`src/rtl/cpu_pkg.sv`:
```
// cpu_pkg: shared CPU definitions.
//   - Branch opcode encodings (BEQ/BLT/BGT/BNE)
//   - Branch-controller FSM state type
//   - Default flush length and flag-wait timeout
//   - is_branch_op(): true for any of the four branch opcodes
package cpu_pkg;

  localparam logic [4:0] OP_BEQ = 5'b10011;
  localparam logic [4:0] OP_BLT = 5'b10100;
  localparam logic [4:0] OP_BGT = 5'b10101;
  localparam logic [4:0] OP_BNE = 5'b10110;

  localparam int DEF_FLUSH_CYCLES = 2;
  localparam int DEF_TIMEOUT      = 255;

  typedef enum logic [1:0] {
    ST_IDLE,
    ST_WAIT_FLAGS,
    ST_RESOLVE,
    ST_FLUSH
  } state_e;

  function automatic logic is_branch_op(input logic [4:0] op);
    return (op == OP_BEQ) || (op == OP_BLT) || (op == OP_BGT) || (op == OP_BNE);
  endfunction

endpackage

```
`src/rtl/branch_cond.sv`:
```
// branch_cond: combinational branch condition evaluator.
//   opcode [4:0] : branch opcode
//   flags  [1:0] : bit1 = Z (equal), bit0 = N (less-than)
//   taken        : 1 when the branch condition holds; 0 for non-branch opcodes
module branch_cond
  import cpu_pkg::*;
(
  input  logic [4:0] opcode,
  input  logic [1:0] flags,
  output logic       taken
);

  always_comb begin
    taken = 1'b0;
    case (opcode)
      OP_BEQ:  taken = flags[1];
      OP_BNE:  taken = ~flags[1];
      OP_BLT:  taken = flags[0];
      OP_BGT:  taken = ~flags[0];
      default: taken = 1'b0;
    endcase
  end

endmodule

```
`src/rtl/branch_ctrl.sv`:
```
// branch_ctrl: branch resolution controller.
//   clk, rst_n (async, active-high despite the name)
//   br_valid/opcode/br_target : candidate branch from decode
//   flags/flags_valid          : ALU flags, captured whenever valid
//   flag_pending               : flags-producing instruction still in flight
//   stall, flush, pc_branch_sel, pc_target : pipeline control outputs
//   busy, timeout_err, taken_cnt, not_taken_cnt : status
module branch_ctrl
  import cpu_pkg::*;
#(
  parameter int PC_W         = 16,
  parameter int FLUSH_CYCLES = DEF_FLUSH_CYCLES,
  parameter int TIMEOUT      = DEF_TIMEOUT
) (
  input  logic            clk,
  input  logic            rst_n,
  input  logic            br_valid,
  input  logic [4:0]      opcode,
  input  logic [PC_W-1:0] br_target,
  input  logic [1:0]      flags,
  input  logic            flags_valid,
  input  logic            flag_pending,
  output logic            stall,
  output logic            flush,
  output logic            pc_branch_sel,
  output logic [PC_W-1:0] pc_target,
  output logic            busy,
  output logic            timeout_err,
  output logic [15:0]     taken_cnt,
  output logic [15:0]     not_taken_cnt
);

  localparam int WCW = $clog2(TIMEOUT + 1);
  localparam int FCW = $clog2(FLUSH_CYCLES + 1);

  state_e          state_q, state_d;
  logic [4:0]      opcode_q, opcode_d;
  logic [PC_W-1:0] target_q, target_d;
  logic [1:0]      flag_q, flag_d;
  logic [WCW-1:0]  wait_cnt_q, wait_cnt_d;
  logic [FCW-1:0]  flush_cnt_q, flush_cnt_d;
  logic            err_q, err_d;
  logic [15:0]     taken_q, taken_d;
  logic [15:0]     ntaken_q, ntaken_d;
  logic            cond_taken;

  branch_cond u_cond (
    .opcode (opcode_q),
    .flags  (flag_q),
    .taken  (cond_taken)
  );

  always_comb begin
    state_d       = state_q;
    opcode_d      = opcode_q;
    target_d      = target_q;
    wait_cnt_d    = wait_cnt_q;
    flush_cnt_d   = flush_cnt_q;
    err_d         = err_q;
    taken_d       = taken_q;
    ntaken_d      = ntaken_q;
    stall         = 1'b0;
    flush         = 1'b0;
    pc_branch_sel = 1'b0;
    // Capturing here in every state gives RESOLVE the same-cycle flags
    // when a branch is accepted together with flags_valid.
    flag_d        = flags_valid ? flags : flag_q;

    case (state_q)
      ST_IDLE: begin
        if (br_valid && is_branch_op(opcode)) begin
          opcode_d   = opcode;
          target_d   = br_target;
          wait_cnt_d = '0;
          state_d    = (flag_pending && !flags_valid) ? ST_WAIT_FLAGS : ST_RESOLVE;
        end
      end
      ST_WAIT_FLAGS: begin
        stall = 1'b1;
        if (flags_valid) begin
          state_d = ST_RESOLVE;
        end else if (wait_cnt_q == WCW'(TIMEOUT - 1)) begin
          // This is the TIMEOUT-th wait cycle: give up on the branch.
          err_d      = 1'b1;
          wait_cnt_d = '0;
          state_d    = ST_IDLE;
        end else begin
          wait_cnt_d = wait_cnt_q + WCW'(1);
        end
      end
      ST_RESOLVE: begin
        stall = 1'b1;
        if (cond_taken) begin
          pc_branch_sel = 1'b1;
          taken_d       = taken_q + 16'd1;
          flush_cnt_d   = '0;
          state_d       = ST_FLUSH;
        end else begin
          ntaken_d = ntaken_q + 16'd1;
          state_d  = ST_IDLE;
        end
      end
      ST_FLUSH: begin
        flush = 1'b1;
        if (flush_cnt_q == FCW'(FLUSH_CYCLES - 1)) begin
          state_d = ST_IDLE;
        end else begin
          flush_cnt_d = flush_cnt_q + FCW'(1);
        end
      end
      default: state_d = ST_IDLE;
    endcase
  end

  always_ff @(posedge clk or posedge rst_n) begin
    if (rst_n) begin
      state_q     <= ST_IDLE;
      opcode_q    <= '0;
      target_q    <= '0;
      flag_q      <= '0;
      wait_cnt_q  <= '0;
      flush_cnt_q <= '0;
      err_q       <= 1'b0;
      taken_q     <= '0;
      ntaken_q    <= '0;
    end else begin
      state_q     <= state_d;
      opcode_q    <= opcode_d;
      target_q    <= target_d;
      flag_q      <= flag_d;
      wait_cnt_q  <= wait_cnt_d;
      flush_cnt_q <= flush_cnt_d;
      err_q       <= err_d;
      taken_q     <= taken_d;
      ntaken_q    <= ntaken_d;
    end
  end

  assign pc_target     = target_q;
  assign busy          = (state_q != ST_IDLE);
  assign timeout_err   = err_q;
  assign taken_cnt     = taken_q;
  assign not_taken_cnt = ntaken_q;

endmodule

```
`config.mk`:
```
export PLATFORM = sky130hd
export DESIGN_NAME = branch_ctrl
export DESIGN_NICKNAME = d
export VERILOG_FILES = /design/src/rtl/cpu_pkg.sv /design/src/rtl/branch_cond.sv /design/src/rtl/branch_ctrl.sv
export SDC_FILE = /design/constraint.sdc
export NUM_CORES = 1
export LEC_CHECK = 0
export ABC_AREA = 1
export CORE_ASPECT_RATIO = 0.8
export CORE_MARGIN = 3
export CORE_UTILIZATION = 51
export DETAILED_ROUTE_END_ITERATION = 7
export PLACE_DENSITY_LB_ADDON = 0.05
export SLEW_MARGIN = 20
export SYNTH_ARGS = -nofsm -noshare
export SYNTH_HDL_FRONTEND = slang
export SYNTH_SLANG_ARGS = --single-unit
```
`constraint.sdc`:
```
create_clock -name clk -period 2.63 [get_ports clk]
set_clock_uncertainty 0.1 [all_clocks]
set_input_delay 0.526 -clock clk [delete_from_list [all_inputs] [get_ports clk]]
set_output_delay 0.526 -clock clk [all_outputs]
set_load 0.05 [all_outputs]
```
# After elaboration in Yosys (flattened, before gate mapping)
# Cells that the tools add are included.
classes:
  add_sub_neg: 4
  eq_ne: 19
  muxes: 19
  n_bitwise: 4
  reduce_logical: 18
ops:
  columns: ["operator", "count"]
  rows:
  - ["$eq A5 B5 Y1 const B", 8]
  - ["$add A16 B1 Y16 const B", 2]
  - ["$mux W8", 3]
  - ["$mux W2", 8]
  - ["$pmux W8 S2", 1]
  - ["$reduce_and A3 Y1", 4]
  - ["$ne A2 B2 Y1 const B", 5]
  - ["$add A8 B1 Y8 const B", 1]
  - ["$eq A8 B8 Y1 const B", 1]
  - ["$pmux W2 S4", 1]
  - ["$reduce_and A2 Y1", 3]
  - ["$reduce_bool A2 Y1", 3]
  - ["$eq A2 B1 Y1 const B", 2]
  - ["$eq A2 B2 Y1 const B", 2]
  - ["$mux W1", 4]
  - ["$not A1 Y1", 4]
  - ["$pmux W1 S4", 1]
  - ["$pmux W2 S2", 1]
  - ["$logic_or A1 B1 Y1", 3]
  - ["$ne A3 B3 Y1 const B", 1]
  - ["$add A2 B1 Y2 const B", 1]
  - ["$logic_and A1 B1 Y1", 2]
  - ["$logic_not A2 Y1", 1]
  - ["$reduce_or A2 Y1", 1]
  - ["$logic_not A1 Y1", 1]
totals:
  register_bits: 68
  inputBits: 28
  output_inout_bits: 53
  elab_cells: 73

# Longest topological paths before layout
depth:
  ltp_word: 7
  ltp_mapped: 10
  mapped_depth_nobuf: 10

# Modules after synthesis
# Synthesis repeated with hierarchy kept, for this count alone.
hier_totals:
  hier_cells: 415
  hier_area_um2: 3513.4
by_module_without_submodules:
  columns: ["module", "n_inst", "cells_per_inst", "area_per_inst_um2", "seq_area_each_um2"]
  rows:
  - ["branch_ctrl", 1, 401, 3458.3, 1701.6]
  - ["branch_cond", 1, 14, 55.1, 0.0]

# Worst setup path after synthesis
# No wires, ideal clock.
synth_timing:
  kind: "flip-flop to flip-flop"
  start: "register taken_q[0] (netlist: taken_cnt[0])"
  end: "register taken_q[14] (netlist: taken_cnt[14])"
  setup_ps: 119
  t_arrival_ps: 1658
  required_time_ps: 2411
  setup_slack_ps: 753
  stages_incl_launch_ff: 9
  n_path_buf: 0
  period_less_slack_ps: 1877
  path_cell_list: "dfrtp_1 -> ha_1 -> nand3_1 -> nor2_1 -> nand3_1 -> nor2_2 -> nand2_1 -> nand2_1 -> nand2_1"
synth_between:
  elab_chain_cells: 1
synth_rtl:
  columns: ["item", "line_no", "rtl"]
  rows:
  - ["from (decl)", "branch_ctrl.sv:43", "logic [15:0] taken_q, taken_d;"]
  - ["from (signal assigned)", "branch_ctrl.sv:134", "taken_q <= taken_d;"]
  - ["$add A16 B1 Y16", "branch_ctrl.sv:95", "taken_d = taken_q + 16'd1;"]
# Every way passes these cells.
# A chain may end at the register's enable or synchronous reset.

# Worst setup path after layout
layout_timing:
  start: "register state_q[1]"
  end: "output flush"
layout_between:
  elab_chain_cells: 2
layout_rtl:
  columns: ["item", "line_no", "rtl"]
  rows:
  - ["from (decl)", "branch_ctrl.sv:36", "state_e state_q, state_d;"]
  - ["from (signal assigned)", "branch_ctrl.sv:127", "state_q <= state_d;"]
  - ["$eq A2 B2 Y1", "branch_ctrl.sv:69", "case (state_q)"]
  - ["$mux W1", "branch_ctrl.sv:69", null]
  - ["to (decl)", "branch_ctrl.sv:24", "output logic flush,"]
# Every way passes these cells.

==> flow_summary.ini <==
[routing]
first_pass_iters = 4
routed_wl_um = 8290
wire_per_inst_um = 12.9
via_per_inst = 4.95
drc = 0
drtIter0Drc = 112
vias = 3189
ant_nets = 0

[die]
die_y_um = 83.2
initial_utilization = 0.538
num_io_pins = 81
dieArea_um2 = 8520
rows = 27
coreArea_um2 = 7060
dieWidth_um = 102

[clock_network]
ctsResizeCount = 1
clk_latency_ns = 0.34
cts_hold_buf = 0
htree_levels = 3
cts_tree = built
cts_made_buffers = 9
cts_post_setup_buffers_inserted = 0
cts_buffer_depth = 2
cts.sinks = 68
cts.root.buffer_cell = clkbuf_8
clkTransAtPathRegs_ns = 0.07

[sta]
fin_ws_ns = 0.183
finalHoldViolations = 0
grt_setup_unrepaired = false
setup_violations = 0
clock.fmax_mhz = 409
slew_viol_final = 0
tightest_slew_ns = 0.553
maxSlewHeadroom = 0.630
holdWs_ns = 0.362
fin_setup_tns_ns = 0
fin_crit_ns = 2.45
post-route-period-util = 0.931

[logic_synthesis]
ys_warn_count = 0
synth.largest_area_cell = dfrtp_1
syn-num-nets = 507
synthCells = 469
synthTopCellsByCount = 137 x nand2_1, 74 x inv_1, 68 x dfrtp_1
ys_seq_area_frac = 0.448
yosys_most_used_dff = dfrtp_1
yosysMostFrequentCell = nand2_1
ys_async_sr_fraction = 1.00
yosys-top-cells-area = dfrtp_1 45%, nand2_1 14%, inv_1 7.3%, o21ai_0 3.7%, xor2_2 3.4%
synth-edff-count = 0
avgSynthCellArea_um2 = 8.09
netlist.area_leader.share = 0.448
synth-seq-cells = 68
synth_area_um2 = 3800
synth_cell_types = 33

[critical_path]
regToRegStartpoint = state_q[1]
criticalPathCategory = reg -> out
endpoint_kind = output pin
reg2reg_to = wait_cnt_q[2]
worst_r2r_path_depth = 7
cp_data_arrival_time_ns = 1.82
startpoint_type = flip-flop
required_ns = 2.00
r2r_slack_ns = 0.74
path_max_fanout = 5

[global_route]
grt_pass1_wl_um = 14300
grt_max_degree = 54
antenna_found_initial = 0
grt_pass1_vias = 3101
grt_overflow = 0
gr-usage-all-layers = 0.207

[layout]
nets = 592
nFillCells = 595
antenna_cells = 0
design_area_um2 = 4890
layout-drive-gt1-share = 0.102
area_growth_pct = 28.8

[worst_hold_path]
min_to = opcode_q[4]
hp-class = reg -> reg
hold_start = opcode_q[4]
hold_depth = 2

[power]
p_leak_uw = 0.00228
power.density_nw_per_um2 = 962
ir_worst_vdd_uv = 624
finalPower_uw = 4700

[placed_design]
post-place-ws_ns = 0.318
dpl-instance-area_um2 = 4680
gp_congestion = 0.814
dpl.hpwl_um = 6110
port_buffers = 80

[run]
drv_cap = 0

[outcome]
status = finished, final reports clean
## metrics by stage
stage	util	cells
floorplan	-	469
global route	0.693	644
finish	0.693	644
global placement	0.663	630
CTS	0.692	644
detailed placement	0.663	630
## placed cells by master (no fill, tap or decap), types with 2 or more instances in the layout
master,n
buf_12,2
nor2_4,9
o21ai_0,28
nand3b_1,3
xor2_2,8
inv_2,3
inv_1,73
nand2_1,137
ha_1,10
o21ai_1,19
buf_4,2
nand4_1,18
nand2_4,2
nor2_2,6
clkdlybuf4s50_1,77
clkbuf_8,10
xnor2_1,2
nand3_1,22
nand3_2,2
xor2_1,6
clkbuf_1,2
nor2_1,24
nor3_1,6
bufinv_16,2
nand2_2,4
dfrtp_1,68
a21oi_1,2
## routing by layer
metal	share of wire	GRT usage
met5	0	0
met2	0.48	0.322
met4	0.012	0.0405
met1	0.46	0.283
met3	0.052	0.0680
## cells by family after synthesis
| group | Yosys count | share of synthesized area |
|---|---|---|
| adder cells (fa/ha/maj) | 10 | 0.0330 |
| AND/OR/NAND/NOR | 237 | 0.300 |
| flip-flops | 68 | 0.448 |
| XOR/XNOR | 16 | 0.0527 |
| AO/OA/AOI/OAI | 52 | 0.0712 |
| buffers and inverters | 86 | 0.0946 |
## sequential cells by signal, indices dropped and copies added, names as in the netlist
| register | cells |
|---|---|
| pc_target | 16 |
| timeout_err | 1 |
| flush_cnt_q | 2 |
| state_q | 2 |
| taken_cnt | 16 |
| flag_q | 2 |
| opcode_q | 5 |
| wait_cnt_q | 8 |
| not_taken_cnt | 16 |
## worst max-delay path by stage
stage	cells after the start	slack, ns	startpoint	to
global placement	4	0.41	state_q[0]	busy
CTS	3	0.02	state_q[1]	stall
global route	2	0.1	state_q[0]	flush
detailed placement	4	0.32	state_q[0]	busy
finish	2	0.18	state_q[1]	flush
floorplan	1	0.29	rst_n	flag_q[0]
## area by class of cell
| cell class | instances | area [um2] | area share |
|---|---|---|---|
| inverter | 77 | 292 | 0.0596 |
| tap | 87 | 109 | 0.0223 |
| multi-input combinational | 315 | 1740 | 0.355 |
| sequential | 68 | 1700 | 0.348 |
| clock buffer | 12 | 145 | 0.0297 |
| clock inverter | 2 | 60.1 | 0.0123 |
| timing repair buffer | 83 | 847 | 0.173 |
## report_power, final
group          internal, uW  switching, uW  total (uW)
Combinational           713           1580        2300
Clock                   551            379         930
Sequential             1280            192        1480
Total                  2550           2150        4700
## worst max-delay path, stage by stage (launching register included)
cell             delay, ns
dfrtp_1               0.40
ha_1                  0.26
clkdlybuf4s50_1       0.83
(Power assumes the default switching activity.)
==> RTL change 1, RTL diff (same settings) <==
The 4 states of `state_e` get a one-hot encoding in 4 bits.
--- a/src/rtl/cpu_pkg.sv
+++ b/src/rtl/cpu_pkg.sv
@@ -13,11 +13,11 @@
   localparam int DEF_FLUSH_CYCLES = 2;
   localparam int DEF_TIMEOUT      = 255;
 
-  typedef enum logic [1:0] {
-    ST_IDLE,
-    ST_WAIT_FLAGS,
-    ST_RESOLVE,
-    ST_FLUSH
+  typedef enum logic [3:0] {
+    ST_IDLE       = 4'b0001,
+    ST_WAIT_FLAGS = 4'b0010,
+    ST_RESOLVE    = 4'b0100,
+    ST_FLUSH      = 4'b1000
   } state_e;
 
   function automatic logic is_branch_op(input logic [4:0] op);
Check against the original RTL: no difference found for any inputs over 4 cycles, from zero or initial values and one cycle with rst_n high; so few cycles prove little.
==> RTL change 1 against the original RTL <==
  * Count of clock-buffer cells in the layout up 1
  * Fmax shrank 2.3%
  * Setup slack got worse by 0.058 ns
  * Wire length is 1.5% lower
  * Sequential cell count increased by 2
  * Power fell by 13%
  * Final area grew 1.9%
  * Synthesized area increased by 3.3%
  * Via count grew 6.9%
  * Largest cell class unchanged
  * Largest power group unchanged
==> RTL change 1: results (changes against the original RTL) <==
| Metric | Value |
|---|---|
| Overall Global Routing Usage | 0.198 (was 0.207) |
| Seq/Total Area, Yosys | 0.447 (was 0.448) |
| Period utilization | 0.953 (was 0.931) |
| Inst Count DP | 691 (was 630) |
| Clock buffer depth | 2 (unchanged) |
| Synth top cells by count | nand2_1 (195), dfrtp_1 (69), inv_1 (64), nor2_1 (33), nand3_1 (29) (was nand2_1 (137), inv_1 (74), dfrtp_1 (68), o21ai_0 (28), nor2_1 (24)) |
| 1st-iter DRT viols | 105 (was 112) |
| Pint | 2310 uW (was 2550 uW) |
| CP max FO | 3 (was 5) |
| Clock network fraction of design power | 0.199 |
| Dpl cell area | 0.00479 mm^2 (was 0.00468 mm^2) |
| Post-CTS sizing | 0 (was 1) |
| WL/cell | 11.6 um (was 12.9 um) |
| Count of non-filler cells in the finished layout | 707 (was 644) |
| First-pass GRT wire length | 14.6 mm (was 14.3 mm) |
| Slowest cell on crit path | clkdlybuf4s50_1 (unchanged) |
| Ys flop type | dfrtp_1 (unchanged) |
| Worst r2r dst | not_taken_cnt[13] (was wait_cnt_q[2]) |
| Post-Synth XOR/XNOR Area | 0.0492 (was 0.0527) |
| Leak Pwr | 0.00241 uW (was 0.00228 uW) |
| Max IR drop VDD | 656 uV (was 624 uV) |
| Slowest cell delay on critical path | 0.80 ns (was 0.83 ns) |
| Post-Synth Adder-Cell Area | 0.0160 (was 0.0330) |
| Via count | 3408 (was 3189) |
| Yosys cell types | 36 (was 33) |
| Pre-CTS setup slack | 0.393 ns (was 0.318 ns) |
| Dpl hpwl | 6.01 mm (was 6.11 mm) |
| R2r startpoint | opcode_q[2] (was state_q[1]) |
| Mapped Nets | 552 (was 507) |
| Compound-Gate Fraction of Synth Area | 0.0632 (was 0.0712) |
| Smallest hold slack | 0.369 ns (was 0.362 ns) |
| Critical Path AT | 1.88 ns (was 1.82 ns) |
| Mux cell area share after synthesis | 0 (unchanged) |
| PD cells | 823 mW/mm^2 (was 962 mW/mm^2) |
| R2R depth | 7 (unchanged) |
| Syn Inst Count | 519 (was 469) |
| Hold Crit Start | opcode_q[3] (was opcode_q[4]) |
| Clk slew on worst S/H paths | 0.07 ns (about the same) |
| Rel. slew slack | 0.647 (was 0.630) |
| CTS Hold Bufs | 0 (unchanged) |
| Crit. Startpoint | state_q[1] (unchanged) |
| Outcome | finished, final reports clean (unchanged) |
| Synth top area cells | dfrtp_1 (44%), nand2_1 (19%), inv_1 (6.1%) (was dfrtp_1 (45%), nand2_1 (14%), inv_1 (7.3%)) |
| Nets | 634 (was 592) |
| Global placement routability congestion | 0.852 (was 0.814) |
| Largest net degree at the start of global routing | 38 (was 54) |
| Hold Path Sink | opcode_q[3] (was opcode_q[4]) |
| Yosys warning count | 0 (unchanged) |
| Share of cells above drive strength 1 | 0.0842 (was 0.102) |
| CTS Buf Count | 9 (unchanged) |
| Fill cells | 615 (was 595) |
| Seq power | 1470 uW |
| R2R Setup Slk | 0.94 ns (was 0.74 ns) |
## RTL change 1: changes by cell type after synthesis, moves of 5 or more
cell and delta:
nor2_4 -8, xor2_2 -8, inv_1 -10, o21ai_2 +5
xnor2_1 +10, buf_2 +5, nor2_1 +9, nand3_1 +7
nand2_1 +58, o21ai_0 -16, ha_1 -5, nand4_1 -10
## RTL change 1: layout make-up
type / count / area [um^2] / share of cell area
clock inverter: 3 / 17.5 / 0.00352
multi-input combinational: 369 / 1820 / 0.365
tap: 101 / 126 / 0.0254
clock buffer: 13 / 169 / 0.0339
inverter: 67 / 254 / 0.0510
sequential: 70 / 1750 / 0.352
timing repair buffer: 84 / 843 / 0.169
## RTL change 1: per-layer routing
layer / GRT usage / share of wire / up-vias / wire, um
li1: - / - / 1769 / -
met5: 0 / 0 / - / 0
met2: 0.337 / 0.47 / 74 / 3820
met3: 0.0653 / 0.066 / 9 / 539
met1: 0.241 / 0.46 / 1556 / 3740
met4: 0.0592 / 0.0091 / 0 / 74
==> RTL change 2, RTL diff (same settings) <==
Made on the original files. Change the package constant `DEF_TIMEOUT` from 255 to 510.
--- a/src/rtl/cpu_pkg.sv
+++ b/src/rtl/cpu_pkg.sv
@@ -11,7 +11,7 @@
   localparam logic [4:0] OP_BNE = 5'b10110;
 
   localparam int DEF_FLUSH_CYCLES = 2;
-  localparam int DEF_TIMEOUT      = 255;
+  localparam int DEF_TIMEOUT      = 510;
 
   typedef enum logic [1:0] {
     ST_IDLE,
Check against the original RTL: no difference found for any inputs over 4 cycles, from zero or initial values and one cycle with rst_n high; that may be too few to reach the edited logic, so the function may still have changed.
==> RTL change 2 against the original RTL <==
  * Sequential cell count is 1 higher
  * Critical path type unchanged
  * Combinational power is 6% lower
  * Setup slack got worse by 0.10 ns
  * Die area grew 0.31%
  * Power decreased by 1.9%
  * Wire length rose by 2.4%
  * Global-route usage grew 0.88 points
  * Synthesized area is 0.33% higher
  * Synthesized cell count grew 6.8%
  * Via count up 6.3%
  * Final area up 0.49%
==> RTL change 2: results (changes against the original RTL) <==
| Metric | Value |
|---|---|
| Yosys cell types | 28 (was 33) |
| Drt first pass iters | 7 (was 4) |
| Leak Pwr | 0.00235 uW (was 0.00228 uW) |
| Nets | 622 (was 592) |
| Inst Count DP | 660 (was 630) |
| Initial antenna violation count | 0 (unchanged) |
| Clock Latency Late Sink | 0.34 ns (about the same) |
| Global placement routability congestion | 0.837 (was 0.814) |
| Slowest cell on crit path | clkdlybuf4s50_1 (unchanged) |
| Seq/Total Area, Yosys | 0.453 (was 0.448) |
| # port buffers | 80 (unchanged) |
| Met2 usage | 0.353 (was 0.322) |
| Ant. Diodes | 0 (unchanged) |
| Dpl hpwl | 6.29 mm (was 6.11 mm) |
| Count of non-filler cells in the finished layout | 676 (was 644) |
| FFs w/ async S/R, synth | 1.00 (unchanged) |
| CTS H-tree depth | 3 (unchanged) |
| Synth top cells by count | nand2_1 (154), inv_1 (80), dfrtp_1 (69), o21ai_0 (37), nor2_1 (29) (was nand2_1 (137), inv_1 (74), dfrtp_1 (68), o21ai_0 (28), nor2_1 (24)) |
| Vias in the first global route | 3352 (was 3101) |
| Clk slew on worst S/H paths | 0.07 ns (about the same) |
| GR Util met1 | 0.282 (was 0.283) |
| Met3 usage | 0.0647 (was 0.0680) |
| Ys flop type | dfrtp_1 (unchanged) |
| Mapped Nets | 539 (was 507) |
| Dpl cell area | 0.00470 mm^2 (was 0.00468 mm^2) |
| Overall Global Routing Usage | 0.216 (was 0.207) |
| Via density | 5.01 (was 4.95) |
| Synth top area cells | dfrtp_1 (45%), nand2_1 (15%), inv_1 (7.9%) (was dfrtp_1 (45%), nand2_1 (14%), inv_1 (7.3%)) |
| Fill cells | 564 (was 595) |
| Outcome | finished, final reports clean (unchanged) |
| Slowest cell delay on critical path | 0.80 ns (was 0.83 ns) |
| First-pass GRT wire length | 15.1 mm (was 14.3 mm) |
| Yosys warning count | 0 (unchanged) |
| 1st-iter DRT viols | 104 (was 112) |
| Largest net degree at the start of global routing | 35 (was 54) |
| EDFF count, synth | 0 (unchanged) |
| Max IR drop VDD | 658 uV (was 624 uV) |
| Root Buffer | clkbuf_8 (unchanged) |
| CP max FO | 4 (was 5) |
| Share of cells above drive strength 1 | 0.0747 (was 0.102) |
| WL/cell | 12.6 um (was 12.9 um) |
| CTS Buf Count | 9 (unchanged) |
| Critical Path AT | 1.92 ns (was 1.82 ns) |
| Syn Inst Count | 501 (was 469) |
| Pin slew with the least headroom to its limit | 0.569 ns (was 0.553 ns) |
| Postcts setup bufs | 0 (unchanged) |
[RTL change 2: logic make-up after synthesis]
kind of cell               after synthesis  share of synthesized area
xor gates and xnor gates                14                     0.0322
and+or+nand+nor                        246                      0.278
DFF                                     69                      0.453
adders and majority gates               10                     0.0329
AOI/OAI and AO/OA                       66                     0.0969
buffers and inverters                   96                      0.107
[RTL change 2: cell type report]
cell class / instances / area [um^2] / area share
well taps: 87 / 109 / 0.0222
multi-input cells: 336 / 1680 / 0.341
flip-flops and latches: 69 / 1730 / 0.351
clock inverters: 6 / 87.6 / 0.0178
repair buffers: 85 / 876 / 0.178
clock buffers: 10 / 128 / 0.0260
inverters: 83 / 312 / 0.0634
[RTL change 2: path summary, 6_finish.rpt]
kind | startpoint | depth (start not counted) | end | slack (ns)
max in group asynchronous | rst_n | 3 | not_taken_cnt[13] | 1.54
hold reg to reg | opcode_q[4] | 2 | opcode_q[4] | 0.35
setup reg to reg | state_q[1] | 7 | wait_cnt_q[6] | 0.66
min in group asynchronous | rst_n | 2 | taken_cnt[7] | 0.38
hold / removal | opcode_q[4] | 2 | opcode_q[4] | 0.35
setup / recovery | state_q[0] | 3 | stall | 0.08
[RTL change 2: power breakdown]
part / switching, uW / internal [uW]
Clock: 415 / 534
Combinational: 1480 / 689
Sequential: 194 / 1300
Total: 2080 / 2530
[RTL change 2: through the flow]
stage          total power [uW]  worst slack, ns
3_5_place_dp               3700            0.395
2_1_floorplan              3080            0.264
5_1_grt                    4890           0.0183
4_1_cts                    4660           0.0168
3_3_place_gp               3650            0.430
6_report                   4610           0.0795
[RTL change 2: what timing repair did]
item	in CTS	in global routing
hold buffers	0	0
endpoints found under the setup margin	0	1
resized for setup	0	1
[RTL change 2: worst max-delay path: cells and delay by family, from the launching register on]
| kind | cells | cell delay, ns |
|---|---|---|
| adders and majority gates | 1 | 0.28 |
| buffers and inverters | 2 | 0.90 |
| DFF | 1 | 0.41 |
[RTL change 2: per-layer routing]
layer / wire, um / share of wire
met5: 0 / 0
met2: 3980 / 0.47
met3: 443 / 0.052
met4: 68 / 0.0080
met1: 3990 / 0.47
